`config.mk`:
```
export PLATFORM = sky130hd
export DESIGN_NAME = alu_arbiter
export DESIGN_NICKNAME = d
export VERILOG_FILES = /design/src/rtl/alu_arb_pkg.sv /design/src/rtl/alu_arbiter_alu.sv /design/src/rtl/alu_arbiter_rr.sv /design/src/rtl/alu_arbiter.sv
export SDC_FILE = /design/constraint.sdc
export NUM_CORES = 1
export LEC_CHECK = 0
export CORE_MARGIN = 4
export CORE_UTILIZATION = 45
export CTS_BUF_LIST = sky130_fd_sc_hd__clkbuf_4 sky130_fd_sc_hd__clkbuf_8
export DETAILED_ROUTE_END_ITERATION = 7
export PLACE_DENSITY = 0.85
export SETUP_SLACK_MARGIN = 0.1
export SLEW_MARGIN = 20
export SYNTH_ARGS = -nofsm -noshare
export SYNTH_HDL_FRONTEND = slang
export SYNTH_SLANG_ARGS = --single-unit
```
`constraint.sdc`:
```
create_clock -name clk -period 6.15 [get_ports clk]
set_input_delay 1.23 -clock clk [delete_from_list [all_inputs] [get_ports clk]]
set_output_delay 1.23 -clock clk [all_outputs]
set_load 0.02 [all_outputs]
```
`src/rtl/alu_arb_pkg.sv`:
```
`default_nettype none
// +-----------------------------------------------------------------------+
// | alu_arb_pkg                                                           |
// | Shared ALU control codes and state encodings for alu_arbiter.         |
// | Rev 1.0                                                               |
// +-----------------------------------------------------------------------+
package alu_arb_pkg;

   localparam logic [2:0] ALU_ADD = 3'b010;
   localparam logic [2:0] ALU_SUB = 3'b110;

   typedef enum logic [0:0] {
      OP_ADD = 1'b0,
      OP_SUB = 1'b1
   } alu_op_e;

   typedef enum logic [0:0] {
      EMPTY = 1'b0,
      FULL  = 1'b1
   } slot_state_e;

endpackage : alu_arb_pkg
`default_nettype wire

```
`src/rtl/alu_arbiter_alu.sv`:
```
`default_nettype none
// +-----------------------------------------------------------------------+
// | alu                                                                   |
// | 32-bit add/subtract datapath; carry and borrow are discarded.         |
// | Rev 1.0                                                               |
// +-----------------------------------------------------------------------+
module alu
   import alu_arb_pkg::*;
(
   input  logic [31:0] src_a,
   input  logic [31:0] src_b,
   input  logic [2:0]  alu_control,
   output logic [31:0] alu_result
);

   always_comb begin
      alu_result = '0;
      case (alu_control)
         ALU_ADD: alu_result = src_a + src_b;
         ALU_SUB: alu_result = src_a - src_b;
         default: alu_result = '0;
      endcase
   end

endmodule : alu
`default_nettype wire

```
`src/rtl/alu_arbiter_rr.sv`:
```
`default_nettype none
// +-----------------------------------------------------------------------+
// | rr_arbiter                                                            |
// | Round-robin priority search starting at ptr; one-hot grant + index.   |
// | Rev 1.0                                                               |
// +-----------------------------------------------------------------------+
module rr_arbiter #(
   parameter int NREQ = 2,
   parameter int IDW  = $clog2(NREQ)
) (
   input  logic [NREQ-1:0] req,
   input  logic [IDW-1:0]  ptr,
   input  logic            en,
   output logic [NREQ-1:0] gnt,
   output logic [IDW-1:0]  idx
);

   logic           w_found;
   logic [IDW-1:0] w_k;

   always_comb begin
      gnt     = '0;
      idx     = '0;
      w_found = 1'b0;
      w_k     = '0;
      // Walk ptr, ptr+1, ... modulo NREQ; the first asserted request wins.
      for (int i = 0; i < NREQ; i++) begin
         w_k = IDW'((int'(ptr) + i) % NREQ);
         if (en && !w_found && req[w_k]) begin
            w_found  = 1'b1;
            gnt[w_k] = 1'b1;
            idx      = w_k;
         end
      end
   end

endmodule : rr_arbiter
`default_nettype wire

```
`src/rtl/alu_arbiter.sv`:
```
`default_nettype none
// +-----------------------------------------------------------------------+
// | alu_arbiter                                                           |
// | Round-robin sharing of one add/sub ALU with a one-entry result slot.  |
// | Rev 1.0                                                               |
// +-----------------------------------------------------------------------+
module alu_arbiter
   import alu_arb_pkg::*;
#(
   parameter int NREQ = 2,
   parameter int IDW  = $clog2(NREQ)
) (
   input  logic                  clk,
   input  logic                  reset_n,
   input  logic [NREQ-1:0]       req_valid,
   input  logic [NREQ-1:0]       req_op,
   input  logic [NREQ-1:0][31:0] req_a,
   input  logic [NREQ-1:0][31:0] req_b,
   output logic [NREQ-1:0]       req_ready,
   output logic                  rsp_valid,
   input  logic                  rsp_ready,
   output logic [IDW-1:0]        rsp_id,
   output logic [31:0]           rsp_result,
   output logic [15:0]           op_count
);

   slot_state_e    r_state, w_next_state;
   logic [IDW-1:0] r_rr_ptr;
   logic [IDW-1:0] r_rsp_id;
   logic [31:0]    r_rsp_result;
   logic [15:0]    r_op_count;

   logic            w_slot_free;
   logic            w_accept;
   logic            w_drain;
   logic [NREQ-1:0] w_gnt;
   logic [IDW-1:0]  w_gnt_idx;
   logic [2:0]      w_alu_control;
   logic [31:0]     w_alu_result;

   assign w_slot_free = (r_state == EMPTY) || rsp_ready;
   assign w_drain     = (r_state == FULL) && rsp_ready;
   // The arbiter only grants asserted requests, so any grant is an accept.
   assign w_accept    = |w_gnt;

   rr_arbiter #(
      .NREQ (NREQ),
      .IDW  (IDW)
   ) u_rr_arbiter (
      .req (req_valid),
      .ptr (r_rr_ptr),
      .en  (w_slot_free),
      .gnt (w_gnt),
      .idx (w_gnt_idx)
   );

   assign w_alu_control = (alu_op_e'(req_op[w_gnt_idx]) == OP_SUB) ? ALU_SUB : ALU_ADD;

   alu u_alu (
      .src_a       (req_a[w_gnt_idx]),
      .src_b       (req_b[w_gnt_idx]),
      .alu_control (w_alu_control),
      .alu_result  (w_alu_result)
   );

   always_comb begin
      w_next_state = r_state;
      case (r_state)
         EMPTY:   if (w_accept) w_next_state = FULL;
         FULL:    if (!w_accept && rsp_ready) w_next_state = EMPTY;
         default: w_next_state = EMPTY;
      endcase
   end

   always_ff @(posedge clk or negedge reset_n) begin
      if (!reset_n) begin
         r_state      <= EMPTY;
         r_rr_ptr     <= '0;
         r_rsp_id     <= '0;
         r_rsp_result <= '0;
         r_op_count   <= '0;
      end else begin
         r_state <= w_next_state;
         if (w_accept) begin
            r_rsp_result <= w_alu_result;
            r_rsp_id     <= w_gnt_idx;
            r_rr_ptr     <= (w_gnt_idx == IDW'(NREQ - 1)) ? '0 : w_gnt_idx + IDW'(1);
         end
         if (w_drain && (r_op_count != 16'hFFFF)) begin
            r_op_count <= r_op_count + 16'd1;
         end
      end
   end

   assign req_ready  = w_gnt;
   assign rsp_valid  = (r_state == FULL);
   assign rsp_id     = r_rsp_id;
   assign rsp_result = r_rsp_result;
   assign op_count   = r_op_count;

endmodule : alu_arbiter
`default_nettype wire

```
# Word level (Yosys, flattened, before mapping)
# Cells that the tools add are included.
# totals
in_bits	135
ff_bits	51
out_inout_bits	52
wordCells	57
# classes
addsub	5
n_lt_le_gt_ge	5
n_eq_ne	3
muxes	25
n_reduce_logical	12
n_bitwise	2
# ops
cell	n
two-way mux 32 bit	4
case mux 32 bit (2 select lines)	1
adder 32 bit	1
subtractor 32 bit	1
adder 16 x 1 -> 16 bit (second input constant)	1
!= test 16 bit (second input constant)	1
two-way mux 1 bit	14
logical AND 1 bit	8
< comparator 1 x 2 -> 1 bit (second input constant)	3
two-way mux 2 bit	2
equality test 3 x 2 -> 1 bit (second input constant)	1
equality test 3 bit (second input constant)	1
two-way mux 3 bit	1
adder 1 bit (second input constant)	2
demux 1 bit (select 1 bit)	2
greater-or-equal comparator 1 bit (second input constant)	2
zero test 1 bit	2
bitwise OR 2 bit	1
case mux 1 bit (2 select lines)	1
OR reduction 2 bit	1
logical OR 1 bit	1
inverter 1 bit	1

# Depth between registers and ports, before layout
# depth
depth_word	13
depth_mapped	18

# Modules after synthesis
# A second synthesis with hierarchy kept.
# hier_totals
hier_cells	628
area_unflattened_um2	5527.8
# modules_own_cells
mod	n_inst	seq_area_each_um2	area_per_inst_um2	cells_each
alu_arbiter	1	1276.2	2857.7	220
alu	1	0.0	2643.8	402
rr_arbiter	1	0.0	26.3	6

# Worst setup path before layout
# Ideal clock, no wire load.
# synth_path
path_type	input to register
startpoint	input port rsp_ready
endpoint	register r_rsp_result[28], in the netlist rsp_result[28]
path_slack_ns	0.858
cell_stages	18
path_buffers	4
t_arrival_ns	5.223
setup_time_ns	0.069
cell_sequence	nand2b_1 > nand3_1 > buf_2 > clkbuf_1 > clkbuf_1 > clkbuf_1 > mux2i_1 > ha_1 > inv_1 > fa_1 > a211oi_1 > o211ai_1 > nand3_1 > nand4_1 > a31oi_1 > o21ai_0 > or4b_2 > nand3_1
# synth_via
elab_chain_len	12
word_cells_on_any_way	24
classes_between	2 x add/sub; 2 x eq/ne; 13 x mux; 1 x bitwise; 6 x reduce/logical
# synth_rtl
element	line_no	text
start, declared	alu_arbiter.sv:21	input logic rsp_ready,
logical OR 1 bit (*)	alu_arbiter.sv:41	assign w_slot_free = (r_state == EMPTY) || rsp_ready;
parallel branches: the longest is 11 deep, another holds subtractor 32 bit	--	
end signal, assigned	alu_arbiter.sv:85	r_rsp_result <= w_alu_result;
end, declared	alu_arbiter.sv:30	logic [31:0] r_rsp_result;
# Mark *: on every way between the ends. The select of a mux whose other input is x is not followed.
# A chain may end at the register's enable or synchronous reset.

# Worst setup path after layout
# layout_path
startpoint	input port req_b[3] (netlist bit)
endpoint	register r_rsp_result[28], in the netlist rsp_result[28]
# layout_via
elab_chain_len	4
word_cells_on_any_way	5
classes_between	2 x add/sub; 3 x mux
# layout_rtl
element	line_no	text
start, declared	alu_arbiter.sv:18	input logic [NREQ-1:0][31:0] req_b,
two-way mux 32 bit (not written as such) (*) (2 in series)	alu_arbiter.sv:61	.src_b (req_b[w_gnt_idx]),
subtractor 32 bit / adder 32 bit (equally long branches)	alu_arbiter_alu.sv:20, alu_arbiter_alu.sv:19	
case mux 32 bit (2 select lines) (*)	alu_arbiter_alu.sv:18	case (alu_control)
# Mark *: on every way between the ends. The rest lies on a longest branch, timed or not. The select of a mux whose other input is x is not followed.

==> flow_metrics.tcl <==
set metrics [dict create \
    drt-pass1-iter-count 5 \
    grt_overflow_total 0 \
    worstSkewPairLatency_ns 0.32 \
    synth_area_mm2 0.00525 \
    clkSinkCount 51 \
    grt_antenna_before_repair 0 \
    diodes 0 \
    grt_pass1_vias 5379 \
    synth_fa_ha_area_share_pct 8.00 \
    switchingPower_mw 0.905 \
    core-area_mm2 0.0114 \
    synth_cells 708 \
    clockBufferDepth 2 \
    post_cts_buffers 0 \
    final_nets 1055 \
    ant_nets 0 \
    switching_share_pct 43.2 \
    synth_top_family_by_area "simple AND/OR/NAND/NOR gates" \
    finalWirelength_um 16100 \
    period_minus_slack_ns 5.53 \
    synth_area_per_cell_um2 7.42 \
    die_x_um 116 \
    path_max_fanout 6 \
    worstHoldPathType "flip-flop to flip-flop" \
    maxCapViolCount 0 \
    start_util_pct 46.0 \
    dieHeight_um 116 \
    path_clk_slew_ns 0.11 \
    worstRegToRegCells 17 \
    crit_path_end_kind "flip-flop" \
    ioPinCount 187 \
    status "finished clean" \
    cts_hold_buf 0 \
    worstReg2RegEnd "rsp_result[28]" \
    rows 39 \
    num-fill-cells 1010 \
    async_flop_share_pct 100 \
    ys_warn_count 0 \
    pwr-share-clk_pct 11.8 \
    tightest_slew_ns 0.662 \
    synth_flop_cell "dfrtp_1" \
    wl_per_cell_um 15.6 \
    grt_util_all_layers_pct 23.6 \
    fin_crit_sh_pct 90.0 \
    synth_compound_area_share_pct 18.6 \
    p_leak_nw 3.25 \
    slew_viol_final 0 \
    min_delay_path_depth 2 \
    worstPathArrival_ns 5.79 \
    worstSetupStartpointType "input port" \
    comb_power_share_pct 62.5 \
    viasPerCell 5.55 \
    yosys.area_share.simple_pct 27.8 \
    power.density_mw_per_mm2 283 \
    ctsHtreeMaxLevel 2 \
    crit_type "input port to flip-flop" \
    synth_edf_count 0 \
    whs_ns 0.483 \
    synth_nets 876 \
    cts_resized 0 \
    place.gp.congestion 0.976 \
    layout-drive-gt1-share_pct 4.05 \
    seq_area_frac_synth_pct 24.3 \
    fin_skew_ns 0.0111 \
    dpl.hpwl_um 13500 \
    grt_max_degree 52 \
    route.detailed.drc 0 \
    root_buffer "clkbuf_8" \
    syn_to_final_growth_pct 40.8 \
    r2r_start "rsp_valid" \
    layout_commonest_cell "clkdlybuf4s50_1" \
    setup-tns-final_ns 0 \
    synthXorXnorAreaFrac_pct 12.7 \
    grt_pass1_wl_um 25700 \
    rrSetupSlack_ns 1.70 \
    hold_viol 0 \
    hold_end "rsp_result[22]" \
    cts_buffers 5 \
    synth_seq_cells 51 \
    relSlewSlack_pct 55.8 \
    required_ns 6.41 \
    internal-power_mw 1.19 \
    cts_tree "built" \
    port_buffers 186 \
    clock.fmax_mhz 181 \
    rsz0062_at_grt "false" \
    hp-start "rsp_result[22]" \
    first_iter_violations 364 \
    yosys.cell_types.count 56 \
    synthMuxAreaShare_pct 6.00 \
    vias 5724 \
    setup_viol 0 \
    die_area_mm2 0.0135 \
    final_cell_mix "clkdlybuf4s50_1, nand2_1, a21oi_1, nor2_1, dfrtp_1" \
    power_frac_seq_pct 25.7 \
    vdd_ir_drop_max_mv 0.264 \
]
-- metal layers --
| metal | global-route usage, % | up-vias | routed length (um) |
|---|---|---|---|
| met5 | 0 | - | 0 |
| met4 | 6.88 | 0 | 350 |
| met3 | 2.35 | 25 | 1070 |
| met2 | 39.3 | 223 | 7480 |
| met1 | 32.5 | 2607 | 7210 |
| li1 | - | 2869 | - |
-- cells in the mapped netlist (3+ instances only) --
cell / instances / area (um^2)
nand2_1: 161 / 604
a21oi_1: 59 / 295
nor2_1: 57 / 214
dfrtp_1: 51 / 1280
o21ai_0: 40 / 200
xnor2_1: 39 / 342
xor2_1: 37 / 324
ha_1: 32 / 400
mux2i_1: 27 / 270
nor3_1: 21 / 105
clkbuf_1: 18 / 67.6
nand3_1: 16 / 80.1
nor4_1: 13 / 81.3
a21o_1: 11 / 82.6
nand4_1: 10 / 62.6
o21a_1: 9 / 67.6
a211oi_1: 8 / 60.1
inv_1: 8 / 30.0
nor2b_1: 8 / 50.1
and3_1: 7 / 43.8
a31oi_1: 6 / 37.5
buf_2: 6 / 30.0
o31ai_1: 6 / 45.0
or3_1: 6 / 37.5
or4_1: 5 / 37.5
o21bai_1: 4 / 30.0
o31a_1: 4 / 35.0
nand2b_1: 3 / 18.8
o211ai_1: 3 / 22.5
-- worst max-delay path, cell delays in order --
cell and delay, ns:
clkdlybuf4s50_1 0.43, or4_4 0.57, or4_4 0.45, mux2i_4 0.18, and2_4 0.19, nand2_2 0.05
or3_4 0.42, o21ai_2 0.15, xnor2_1 0.09, ha_1 0.37, a21o_1 0.19, a21oi_1 0.14
nor2b_1 0.07, o21a_1 0.19, a31oi_1 0.22, o21ai_0 0.16, or4b_2 0.62, nand3_1 0.10
-- power groups by stage --
stage               sequential (mW)  clock (mW)  combinational, mW
floorplan                     0.686           0              0.633
global placement              0.543           0               1.29
detailed placement            0.546           0               1.30
CTS                           0.539       0.253               1.31
global route                  0.558       0.266               1.42
finish                        0.538       0.248               1.31
-- layout make-up --
type | count | area, um^2 | area share [%]
multi-input cells | 623 | 3850 | 52.1
repair buffers | 197 | 1940 | 26.2
flip-flops and latches | 51 | 1280 | 17.3
well taps | 143 | 179 | 2.42
clock buffers | 5 | 68.8 | 0.930
clock inverters | 3 | 46.3 | 0.626
inverters | 9 | 33.8 | 0.457
-- logic make-up after synthesis --
logic type      after synthesis
simple gates                322
mux                          30
buf+inv                      34
fa+ha+maj                    33
xor+xnor                     76
flops                        51
compound gates              162
-- worst max-delay path by stage --
stage	startpoint	to	slack [ns]	cells past startpoint
after floorplan	rsp_ready	rsp_result[28]	0.86	18
after global placement	req_b[3]	rsp_result[28]	0.40	18
after detailed placement	req_b[3]	rsp_result[28]	0.30	18
after CTS	req_b[3]	rsp_result[28]	0.63	18
after global routing	req_b[3]	rsp_result[28]	0.44	18
final	req_b[3]	rsp_result[28]	0.62	18
-- per-stage QoR --
step	area (um^2)	cells	utilization (%)	total power [mW]	worst slack (ns)
global route	7400	1031	64.8	2.25	0.442
global placement	7280	1023	63.8	1.83	0.400
floorplan	5250	708	-	1.32	0.858
detailed placement	7280	1023	63.8	1.85	0.299
CTS	7400	1031	64.8	2.10	0.630
finish	7400	1031	64.8	2.09	0.617
-- state kept, by name (all words and copies together) (netlist names) --
signal and flops:
rsp_result 32, op_count 16, r_rr_ptr 1, rsp_id 1, rsp_valid 1
Power figures use the tool's default switching activity.
